$ cat src/rtl/msu_data_prefetch.sv
// Sequential byte-stream prefetcher: fetches 16-bit words from memory into a byte FIFO after a seek.
// Define MSU_PREFETCH_DEEP_EN for a 64-byte FIFO; the default build uses a 16-byte FIFO.
module msu_data_prefetch (
    input  logic        CLK,
    input  logic        RESET,
    input  logic        seek,
    input  logic [31:0] seek_addr,
    input  logic        advance,
    output logic [7:0]  data_out,
    output logic        busy,
    output logic        underrun,
    output logic        mem_req,
    output logic [31:0] mem_addr,
    input  logic        mem_ack,
    input  logic [15:0] mem_data
);

`ifdef MSU_PREFETCH_DEEP_EN
    localparam int DEPTH = 64;
`else
    localparam int DEPTH = 16;
`endif
    localparam int AW = $clog2(DEPTH);
    localparam int LW = AW + 1;

    typedef enum logic [1:0] {IDLE, FETCH, FLUSH} state_t;

    state_t        state, state_nxt;
    logic [31:0]   fetch_ptr;
    logic [31:0]   req_addr;
    logic [LW-1:0] level;
    logic [LW-1:0] free;
    logic [AW-1:0] rptr, wptr;
    logic [7:0]    fifo [DEPTH];
    logic [7:0]    last_q;
    logic          active;
    logic          take;
    logic          pop;
    logic          odd;
    logic [1:0]    push_n;

    // An ack that coincides with a seek belongs to the old stream and is dropped.
    always_comb begin
        take   = (state == FETCH) && mem_ack && !seek;
        odd    = fetch_ptr[0];
        push_n = take ? (odd ? 2'd1 : 2'd2) : 2'd0;
        pop    = advance && !seek && (level != '0);
        free   = LW'(DEPTH) - level;
    end

    always_ff @(posedge CLK) begin
        if (RESET) state <= IDLE;
        else       state <= state_nxt;
    end

    // Any ack ends the outstanding request, so a seek racing an ack returns to IDLE
    // rather than waiting in FLUSH for an ack that will never come.
    always_comb begin
        state_nxt = state;
        case (state)
            IDLE:    if (!seek && active && free >= LW'(2)) state_nxt = FETCH;
            FETCH:   if (mem_ack) state_nxt = IDLE;
                     else if (seek) state_nxt = FLUSH;
            FLUSH:   if (mem_ack) state_nxt = IDLE;
            default: state_nxt = IDLE;
        endcase
    end

    always_comb begin
        mem_req  = (state != IDLE);
        mem_addr = req_addr;
        data_out = (level != '0) ? fifo[rptr] : last_q;
    end

    always_ff @(posedge CLK) begin
        if (RESET) begin
            fetch_ptr <= '0;
            req_addr  <= '0;
            level     <= '0;
            rptr      <= '0;
            wptr      <= '0;
            last_q    <= '0;
            busy      <= 1'b0;
            underrun  <= 1'b0;
            active    <= 1'b0;
        end else begin
            if (state == IDLE && state_nxt == FETCH)
                req_addr <= {fetch_ptr[31:1], 1'b0};
            // Remember the displayed head so data_out holds once the FIFO drains.
            if (level != '0)
                last_q <= fifo[rptr];
            if (seek) begin
                fetch_ptr <= seek_addr;
                level     <= '0;
                rptr      <= '0;
                wptr      <= '0;
                busy      <= 1'b1;
                underrun  <= 1'b0;
                active    <= 1'b1;
            end else begin
                if (take) begin
                    fetch_ptr <= fetch_ptr + (odd ? 32'd1 : 32'd2);
                    wptr      <= wptr + AW'(push_n);
                    busy      <= 1'b0;
                end
                if (pop)
                    rptr <= rptr + AW'(1);
                if (advance && level == '0)
                    underrun <= 1'b1;
                level <= level + LW'(push_n) - LW'(pop);
            end
        end
    end

    // An odd stream position keeps only the high byte of the word.
    always_ff @(posedge CLK) begin
        if (take) begin
            if (odd) begin
                fifo[wptr] <= mem_data[15:8];
            end else begin
                fifo[wptr]          <= mem_data[7:0];
                fifo[wptr + AW'(1)] <= mem_data[15:8];
            end
        end
    end

endmodule

$ cat config.mk
export PLATFORM = sky130hd
export DESIGN_NAME = msu_data_prefetch
export DESIGN_NICKNAME = d
export VERILOG_FILES = /design/src/rtl/msu_data_prefetch.sv
export SDC_FILE = /design/constraint.sdc
export NUM_CORES = 1
export LEC_CHECK = 0
export CORE_UTILIZATION = 63
export DETAILED_ROUTE_END_ITERATION = 10
export PLACE_DENSITY_LB_ADDON = 0.12
export SLEW_MARGIN = 20
export SYNTH_ARGS = -nofsm -noshare
export SYNTH_HDL_FRONTEND = slang
export SYNTH_SLANG_ARGS = --single-unit
$ cat constraint.sdc
create_clock -name CLK -period 6.42 [get_ports CLK]
set_input_delay 0.963 -clock CLK [delete_from_list [all_inputs] [get_ports CLK]]
set_output_delay 0.963 -clock CLK [all_outputs]
set_load 0.03 [all_outputs]
==> results of run 1 <==
[power breakdown]
part / total, W / internal [W] / leakage, nW / switching (W)
clock: 0.00130 / 0.000738 / 0.351 / 0.000564
sequential: 0.00158 / 0.00154 / 1.91 / 0.0000399
combinational: 0.000578 / 0.000224 / 1.98 / 0.000354
total: 0.00346 / 0.00251 / 4.24 / 0.000958
[worst min-delay path, stage by stage (launching register included)]
cell and delay [ns]:
dfxtp_1 0.33, nor2_1 0.04, nor2_1 0.06
[per-layer routing]
layer  vias up  GRT usage  routed length, um
met1      4381     0.4849              12390
met2       527     0.4738              13320
li1       4076          -                  -
met4         2    0.09815                730
met3        62    0.07271               3342
met5         -    0.01667                 35
[logic make-up after synthesis]
family / Yosys count / share of synthesized area
flops: 221 / 0.5025
xor+xnor: 17 / 0.01312
simple gates: 357 / 0.1601
mux: 105 / 0.1331
other cells: 1 / 0.0003303
fa+ha+maj: 17 / 0.02006
compound gates: 238 / 0.1259
buf+inv: 128 / 0.04485
[sequential cells by signal, summed over array words and instances (netlist names), named ones only]
name and flops:
fetch_ptr 32, mem_addr 31, state 2, busy 1, active 1, level 5, fifo 128, rptr 4
underrun 1, wptr 4, last_q 8
[placed cells by master (no fill, tap or decap), types with 6 or more instances in the layout]
cell             synthesis  routed
a211oi_1                17      17
a21oi_1                133     133
and2_1                  11      11
and4_1                   7       7
buf_4                    1      14
clkbuf_1                79      10
clkbuf_16                0      25
clkdlybuf4s50_1          0      92
dfxtp_1                 93      91
edfxtp_1               128     128
ha_1                    15      15
inv_1                   19      19
mux2_2                  48      48
mux2i_1                 25      21
mux4_2                  32      32
nand2_1                 36      36
nand2b_1                 6       6
nand3_1                 45      45
nand4_1                 15      15
nor2_1                 138     138
nor2b_1                 10      10
nor3_1                  23      20
nor4_1                  13      13
o2111a_1                 6       6
o211ai_1                 7       7
o21ai_0                 37      36
o221ai_1                 9       9
or3_1                   11      11
or4_1                    7       7
xnor2_1                 14      14
[final timing paths]
check                 startpoint             endpoint  slack [ns]  depth (start not counted)
max reg2reg  level[1]$_SDFF_PP0_  level[4]$_SDFF_PP0_        3.03                         13
max                     register          data_out[1]        2.12                          5
min reg2reg  active$_SDFFE_PP0P_  active$_SDFFE_PP0P_        0.46                          2
min          active$_SDFFE_PP0P_  active$_SDFFE_PP0P_        0.46                          2
[through the flow]
step,setup slack [ns],std cells,util,area (sq um)
after detailed placement,1.960,1310,0.7017,12260
after global routing,1.924,1354,0.7444,13010
after CTS,2.070,1354,0.7432,12990
final,2.119,1354,0.7444,13010
after floorplan,3.180,1084,-,11350
after global placement,2.029,1310,0.7012,12250
[cell type report]
cell class              instances  area [sq um]  share of cell area
multi-input cells             735          5181              0.3982
clock inverters                 7         33.78            0.002597
repair buffers                108          1036             0.07963
flip-flops and latches        221          5708              0.4387
inverters                      21         78.83            0.006059
clock buffers                  37         690.7             0.05309
well taps                     225         281.5             0.02164
==> results.md, run 1 <==
- Run status: finished clean
- Ports: 96
- CTS H-tree depth: 1
- Worst skew pair latency: 0.52 ns
- Hold Crit Class: register to register
- Final hold slack: 0.4641 ns
- Longest Clk Path Bufs: 3
- Data required time of the worst path: 5.46 ns
- Core ar.: 17,480 sq um
- Synth Instances: 1,084
- WS Path Type: register to output pin
- Initial DRT Pass Iterations: 5
- Pin count of the biggest net entering global routing: 70
- RSZ-0062 raised after global routing: no
- Global-route wire length before repair: 45.76 mm
- Initial antenna violation count: 0
- Crit-path leading delay family: buffers and inverters
- Final Power: 0.003464 W
- Mapped Avg Cell Area: 10.47 sq um
- Clock-pin slew on the worst setup and hold paths: 0.06 ns
- DRT iter0 DRCs: 1,245
- Crit Path Max Fanout: 20
- CTS Sinks: 221
- Worst Max-Slew Pin Slew: 1.108 ns
- Die Height: 136.2 um
- Final-report hold violation count: 0
- Number of synthesis warnings: 0
- PortBufs: 94
- CTS tree: done
- Die Area: 18,560 sq um
- P per Cell Area: 266.3 nW/um^2
- Synth area leader: edfxtp_1
- Crit. End Element: output pin
- DR vias: 9,048
- Max-slew violation count: 0
- Ant. Diodes: 0
- Post-DP HPWL: 19.26 mm
- CTS-repair resized insts: 0
- Period utilisation layout: 0.6700
- Top post-synthesis cells by count: nor2_1, a21oi_1, edfxtp_1
- Total GRT Usage: 0.3264
- Top FF cell, synth: edfxtp_1
- Fillcell total: 1,245
- Ranking of synthesized cells by area: edfxtp_1, dfxtp_1, mux4_2
- # rows: 48
- Final ANT Viol Nets: 0
- Routed WL per cell: 22.02 um
- GPL Wtd Cong: 0.9011
- Hold_buf cts: 0
- Worst rel slew slack: 0.2401
- LEAKAGE: 4.239 nW
- Post-synth EDFFs: 128
- Register area share after synthesis: 0.5025
- Total grt overflow: 0
- Total detailed-routing wirelength: 29.81 mm
- Most common cell in the netlist: nor2_1
- Seq cells post-synth: 221
- Post-synth ARST share: 0
- Fmax: 232.5 MHz
- Slowest CP cell: dfxtp_2
- Crit path buf inv count: 2
- Chip Width: 136.2 um
- Syn-to-layout area delta: 14.59%
- Final TNS setup: 0 ns
- Mapped cell area: 11,350 sq um
- Final Skew: 0.008478 ns
- Post-synth top area share: 0.3385
- Starting Density: 0.6496
- Worst VDD drop: 0.0002582 V
- Vias per cell: 6.682
- CP arrival: 3.34 ns
- Final setup viols: 0
- CTS Root Cell: clkbuf_16
- DRC errors left: 0
- Share of post-route cells with drive strength above 1: 0.1337
- Synth Net Count: 1,154
- Inserted Clock Buffers: 24
- Post-CTS Setup Bufs: 0
- Yosys cell types: 67
- Max_cap viols: 0
- Crit path largest cell delay: 0.62 ns
- Setup crit start kind: register
- Vias in the first global route: 8,201
- Final nets: 1,181
- Crit-path cells: buf_4 -> mux4_2 -> mux2i_1 -> o221ai_1 -> clkdlybuf4s50_1
- Period minus WS final: 4.301 ns
(Power assumes the default switching activity.)
==> inputs of run 2 (changes only) <==
Settings changed: CORE_UTILIZATION 63 to 53.
Clock period 6.42 ns to 3.6 ns, I/O delays scaled along.
==> run 2 against run 1 <==
Net effect:
- combinational power increased by 83%
- worst setup slack worse by 1.7 ns
- worst hold slack lost 0.041 ns
- largest cell class unchanged
- critical path depth is 8 higher
- count of clock-buffer cells in the layout shrank 5
- final area is 2.6% higher
- sequential cell count did not move
- largest power group unchanged
==> results.md, run 2 (synthesized netlist as in run 1, its figures left out) <==
- Final nets: 1,214
- Chip Width: 148.4 um
- Final-report hold violation count: 0
- Max-slew violation count: 0
- Ant. Diodes: 0
- Hold_buf cts: 0
- Logic pwr share: 0.168
- Fin util: 0.6353
- Worst Max-Slew Pin Slew: 0.9840 ns
- CTS Root Cell: clkbuf_16
- Setup crit start kind: register
- Critical Path Most Common Cell: ha_1
- Final ANT Viol Nets: 0
- Worst rel slew slack: 0.3426
- Data required time of the worst path: 4.05 ns
- Ports: 96
- DP Worst Slack: 0.3984 ns
- Net Sw Power: 0.001724 W
- DRC errors left: 0
- DRT iter0 DRCs: 839
- Final Skew: 0.01162 ns
- Total GRT Usage: 0.2769
- Worst skew pair latency: 0.52 ns
- Crit path buf inv count: 2
- Post-CTS Setup Bufs: 0
- Period utilisation layout: 0.8850
- Period minus WS final: 3.186 ns
- LEAKAGE: 4.567 nW
- Core ar.: 21,020 sq um
- Largest Register: fifo
- # rows: 53
- Worst VDD drop: 0.0003011 V
- Global-route wire length before repair: 47.00 mm
- Crit. End Element: register
- Inserted Clock Buffers: 25
- Int Power: 0.004547 W
- Pin count of the biggest net entering global routing: 51
- Fillcell total: 1,685
- Hold Crit Class: primary input to register
- Total grt overflow: 0
- RSZ-0062 raised after global routing: no
- Total detailed-routing wirelength: 30.39 mm
- GPL Wtd Cong: 0.8386
- Clock-pin slew on the worst setup and hold paths: 0.06 ns
- Post-DP HPWL: 20.40 mm
- Fin worst setup slack: 0.4139 ns
- Longest Clk Path Bufs: 3
- Max_cap viols: 0
- CTS Sinks: 221
- CP arrival: 3.64 ns
- Crit path largest cell delay: 0.47 ns
- Initial antenna violation count: 0
- Die Area: 22,010 sq um
- Max FFs per register: 128
- WS Path Type: register to register
- Share of post-route cells with drive strength above 1: 0.1534
- Crit-path leading delay family: adder cells
- Starting Density: 0.5401
- CTS-repair resized insts: 0
- Final TNS setup: 0 ns
- Vias per cell: 6.192
- P per Cell Area: 469.6 nW/um^2
- DR vias: 8,886
- Crit-path cells: inv_1 -> ha_1 -> and2_1 -> ha_1 -> nor3b_1 -> ha_1 -> inv_1 -> ha_1 -> fa_1 -> a21oi_1 -> nor2_1 -> or3_1 -> a21oi_1
- Fmax: 313.9 MHz
- Sequential share of power: 0.450
- Die Height: 148.4 um
- Sw Share: 0.2749
- Slowest CP cell: nor3b_1
- Crit Path Max Fanout: 4
- PortBufs: 94
- Vias in the first global route: 8,382
- Most frequent cells in the layout: nor2_1, a21oi_1, edfxtp_1
- CTS tree: done
- Commonest non-fill, non-tap cell in the layout: nor2_1
- Run status: finished clean
- Initial DRT Pass Iterations: 5
- Routed WL per cell: 21.18 um
- CTS H-tree depth: 1
- Clock power share: 0.381
- Syn-to-layout area delta: 17.62%
- Final setup viols: 0
-- run 2: cell types whose count changed in the layout (fill, tap and decap cells not counted), sizes merged --
cell,before,now
buf,16,48
bufinv,0,1
clkbuf,37,32
clkdlybuf4s50,92,84
clkinv,8,12
clkinvlp,1,0
dlymetal6s2s,0,8
-- run 2: worst reg2reg max path, delay by kind of cell (launching register included) --
kind                       cells  cell delay, ns
buffers and inverters          2            0.13
adders and majority gates      5            1.31
and+or+nand+nor                4            1.03
DFF                            1            0.38
AOI/OAI and AO/OA              2            0.28
-- run 2: area by class of cell --
cell class              count  area [sq um]  share of cell area
clock buffers              32         671.9             0.05031
clock inverters            11         81.33            0.006090
inverters                  21         78.83            0.005903
multi-input cells         735          5150              0.3856
flip-flops and latches    221          5707              0.4273
well taps                 275         344.1             0.02577
repair buffers            140          1321             0.09894
-- run 2: power groups by stage --
stage / Sequential (W) / Combinational, W / Clock [W]
2_1_floorplan: 0.00288 / 0.000658 / 0
3_3_place_gp: 0.00287 / 0.00104 / 0
5_1_grt: 0.00283 / 0.00114 / 0.00251
6_report: 0.00282 / 0.00106 / 0.00239
3_5_place_dp: 0.00288 / 0.00106 / 0
4_1_cts: 0.00282 / 0.00107 / 0.00241
-- run 2: final timing paths --
kind,cells after the start,end,start,slack [ns]
max,13,level[4]$_SDFF_PP0_,level[1]$_SDFF_PP0_,0.41
min,2,mem_addr[23]$_SDFFE_PP0P_,RESET,0.42
min reg2reg,2,active$_SDFFE_PP0P_,active$_SDFFE_PP0P_,0.46
max reg2reg,13,level[4]$_SDFF_PP0_,level[1]$_SDFF_PP0_,0.41
-- run 2: metrics by stage --
stage	total power [W]	instances	instance area, sq um	hold slack, ns
finish	0.006272	1435	13350	0.4226
detailed placement	0.003935	1392	12580	0.4542
floorplan	0.003541	1084	11350	0.4268
CTS	0.006296	1435	13330	0.4061
global route	0.006481	1435	13350	0.4402
global placement	0.003919	1392	12580	0.4384
-- run 2: metal layers --
metal	routed length (um)	global-route usage	up-vias
met5	0	0	-
met4	443	0.06289	0
met3	2787	0.06227	29
met2	13710	0.4204	361
met1	13450	0.4034	4351
li1	-	-	4145
==> inputs of run 3 (changes only) <==
Settings changed: CORE_UTILIZATION 53 to 63, SKIP_LAST_GASP set to 1.
Clock period 3.6 ns to 4.1 ns, I/O delays scaled along.
==> run 3 against run 2 <==
Net effect:
- via count grew 1.3%
- worst setup slack lost 0.086 ns
- critical path depth shrank 6
- cell count shrank 4.4%
- final area shrank 1.6%
- routed wire length shrank 2.5%
- count of clock-buffer cells in the layout grew 5
- die area shrank 16%
- combinational power shrank 14%
- sequential cell count is the same
- critical path type is now register to output pin
- critical endpoint is now data_out[0]
==> results.md, run 3 (synthesized netlist as in run 1, its figures left out) <==
- CTS Root Cell: clkbuf_16
- Final ANT Viol Nets: 0
- RSZ-0062 raised after global routing: no
- Clock-pin slew on the worst setup and hold paths: 0.06 ns
- Crit-path cells: inv_1 -> ha_1 -> and2_1 -> ha_1 -> or2_2 -> o221ai_1 -> clkdlybuf4s50_1
- Worst rel slew slack: 0.3205
- Total GRT Usage: 0.3280
- Initial DRT Pass Iterations: 5
- Post-DP HPWL: 19.89 mm
- Hold Crit Class: register to register
- Fin util: 0.7521
- CP arrival: 3.16 ns
- Longest Clk Path Bufs: 3
- WS Path Type: register to output pin
- Period minus WS final: 3.773 ns
- Period utilisation layout: 0.9201
- Inserted Clock Buffers: 24
- Final Skew: 0.01001 ns
- Setup crit start kind: register
- Post-CTS Setup Bufs: 0
- Worst Max-Slew Pin Slew: 1.017 ns
- Syn-to-layout area delta: 15.77%
- Starting Density: 0.6496
- Worst VDD drop: 0.0004373 V
- Share of post-route cells with drive strength above 1: 0.1421
- LEAKAGE: 4.355 nW
- CTS-repair resized insts: 0
- CTS Sinks: 221
- Reg2Reg Setup Slack: 0.59 ns
- Vias in the first global route: 8,584
- Total detailed-routing wirelength: 29.64 mm
- Fillcell total: 1,182
- Crit. End Element: output pin
- Final TNS setup: 0 ns
- Pin count of the biggest net entering global routing: 47
- Commonest non-fill, non-tap cell in the layout: nor2_1
- DR vias: 9,003
- Vias per cell: 6.562
- Ports: 96
- Initial antenna violation count: 0
- Routed WL per cell: 21.60 um
- Final-report hold violation count: 0
- Crit path largest cell delay: 0.72 ns
- Core ar.: 17,480 sq um
- Max FFs per register: 128
- Max-slew violation count: 0
- Run status: finished clean
- Max_cap viols: 0
- CTS tree: done
- Chip Width: 136.2 um
- GPL Wtd Cong: 0.8669
- DRC errors left: 0
- Critical Path Most Common Cell: ha_1
- Largest Register: fifo
- Ant. Diodes: 0
- Data required time of the worst path: 3.48 ns
- Die Height: 136.2 um
- PortBufs: 94
- Fmax: 265.1 MHz
- Slowest CP cell: clkdlybuf4s50_1
- Total grt overflow: 0
- P per Cell Area: 414.9 nW/um^2
- Most frequent cells in the layout: nor2_1, a21oi_1, edfxtp_1
- CTS H-tree depth: 1
- Hold_buf cts: 0
- Final nets: 1,201
- Worst skew pair latency: 0.51 ns
- Global-route wire length before repair: 46.56 mm
- Crit Path Max Fanout: 13
- DRT iter0 DRCs: 1,155
- Die Area: 18,560 sq um
- # rows: 48
- Final setup viols: 0
==> run 3: cell types whose count changed in the layout (fill, tap and decap cells not counted) <==
cell and change:
dlymetal6s2s_1 -8, clkinv_4 -2, o21a_1 +1, clkinv_2 -1
clkdlybuf4s50_1 +8, o21a_2 -1, clkbuf_1 +5, o21ai_1 +1
clkinv_1 -5, clkinvlp_4 +2, buf_4 -10, o21ai_2 -1
buf_12 -2
==> run 3: through the flow <==
| step | std cells | worst slack [ns] | area, sq um | total power (W) | hold WS [ns] |
|---|---|---|---|---|---|
| 2_1_floorplan | 1084 | 1.208 | 11350 | 0.003109 | 0.4268 |
| 3_3_place_gp | 1330 | 0.6704 | 12400 | 0.003408 | 0.4416 |
| 3_5_place_dp | 1330 | 0.5276 | 12400 | 0.003425 | 0.4491 |
| 4_1_cts | 1372 | 0.3143 | 13140 | 0.005467 | 0.4708 |
| 5_1_grt | 1372 | 0.1751 | 13140 | 0.005631 | 0.4875 |
| 6_report | 1372 | 0.3275 | 13140 | 0.005454 | 0.4707 |
==> run 3: layer usage <==
layer	wire length (um)	vias up	GRT usage
met5	0	-	0
met4	576	0	0.08642
met3	3451	57	0.06786
met2	13640	551	0.5056
met1	11970	4281	0.4713
li1	-	4114	-
==> run 3: path summary, 6_finish.rpt <==
path	from	end	cells after the start
hold / removal	mem_addr[3]$_SDFFE_PP0P_	mem_addr[3]$_SDFFE_PP0P_	2
setup reg to reg	level[1]$_SDFF_PP0_	level[4]$_SDFF_PP0_	13
hold reg to reg	mem_addr[3]$_SDFFE_PP0P_	mem_addr[3]$_SDFFE_PP0P_	2
setup / recovery	level[1]$_SDFF_PP0_	data_out[0]	7
==> run 3: layout make-up <==
class	instances	area, sq um	share of cell area
Inverter	21	78.83	0.005997
Clock inverter	5	55.05	0.004188
Clock buffer	37	690.7	0.05255
Multi-Input combinational cell	735	5145	0.3914
Timing Repair Buffer	128	1186	0.09024
Sequential cell	221	5707	0.4342
Tap cell	225	281.5	0.02142
==> run 3: where the power goes <==
| part | switching [W] | internal [W] |
|---|---|---|
| combinational | 0.000558 | 0.000355 |
| clock | 0.000841 | 0.00122 |
| sequential | 0.0000633 | 0.00242 |
==> run 3: worst max-delay path: cells and delay by family (launching register included) <==
family / cells / cell delay, ns
adder cells (fa/ha/maj): 2 / 0.59
AND/OR/NAND/NOR: 2 / 0.60
flip-flops: 1 / 0.37
AO/OA/AOI/OAI: 1 / 0.28
buffers and inverters: 2 / 0.80
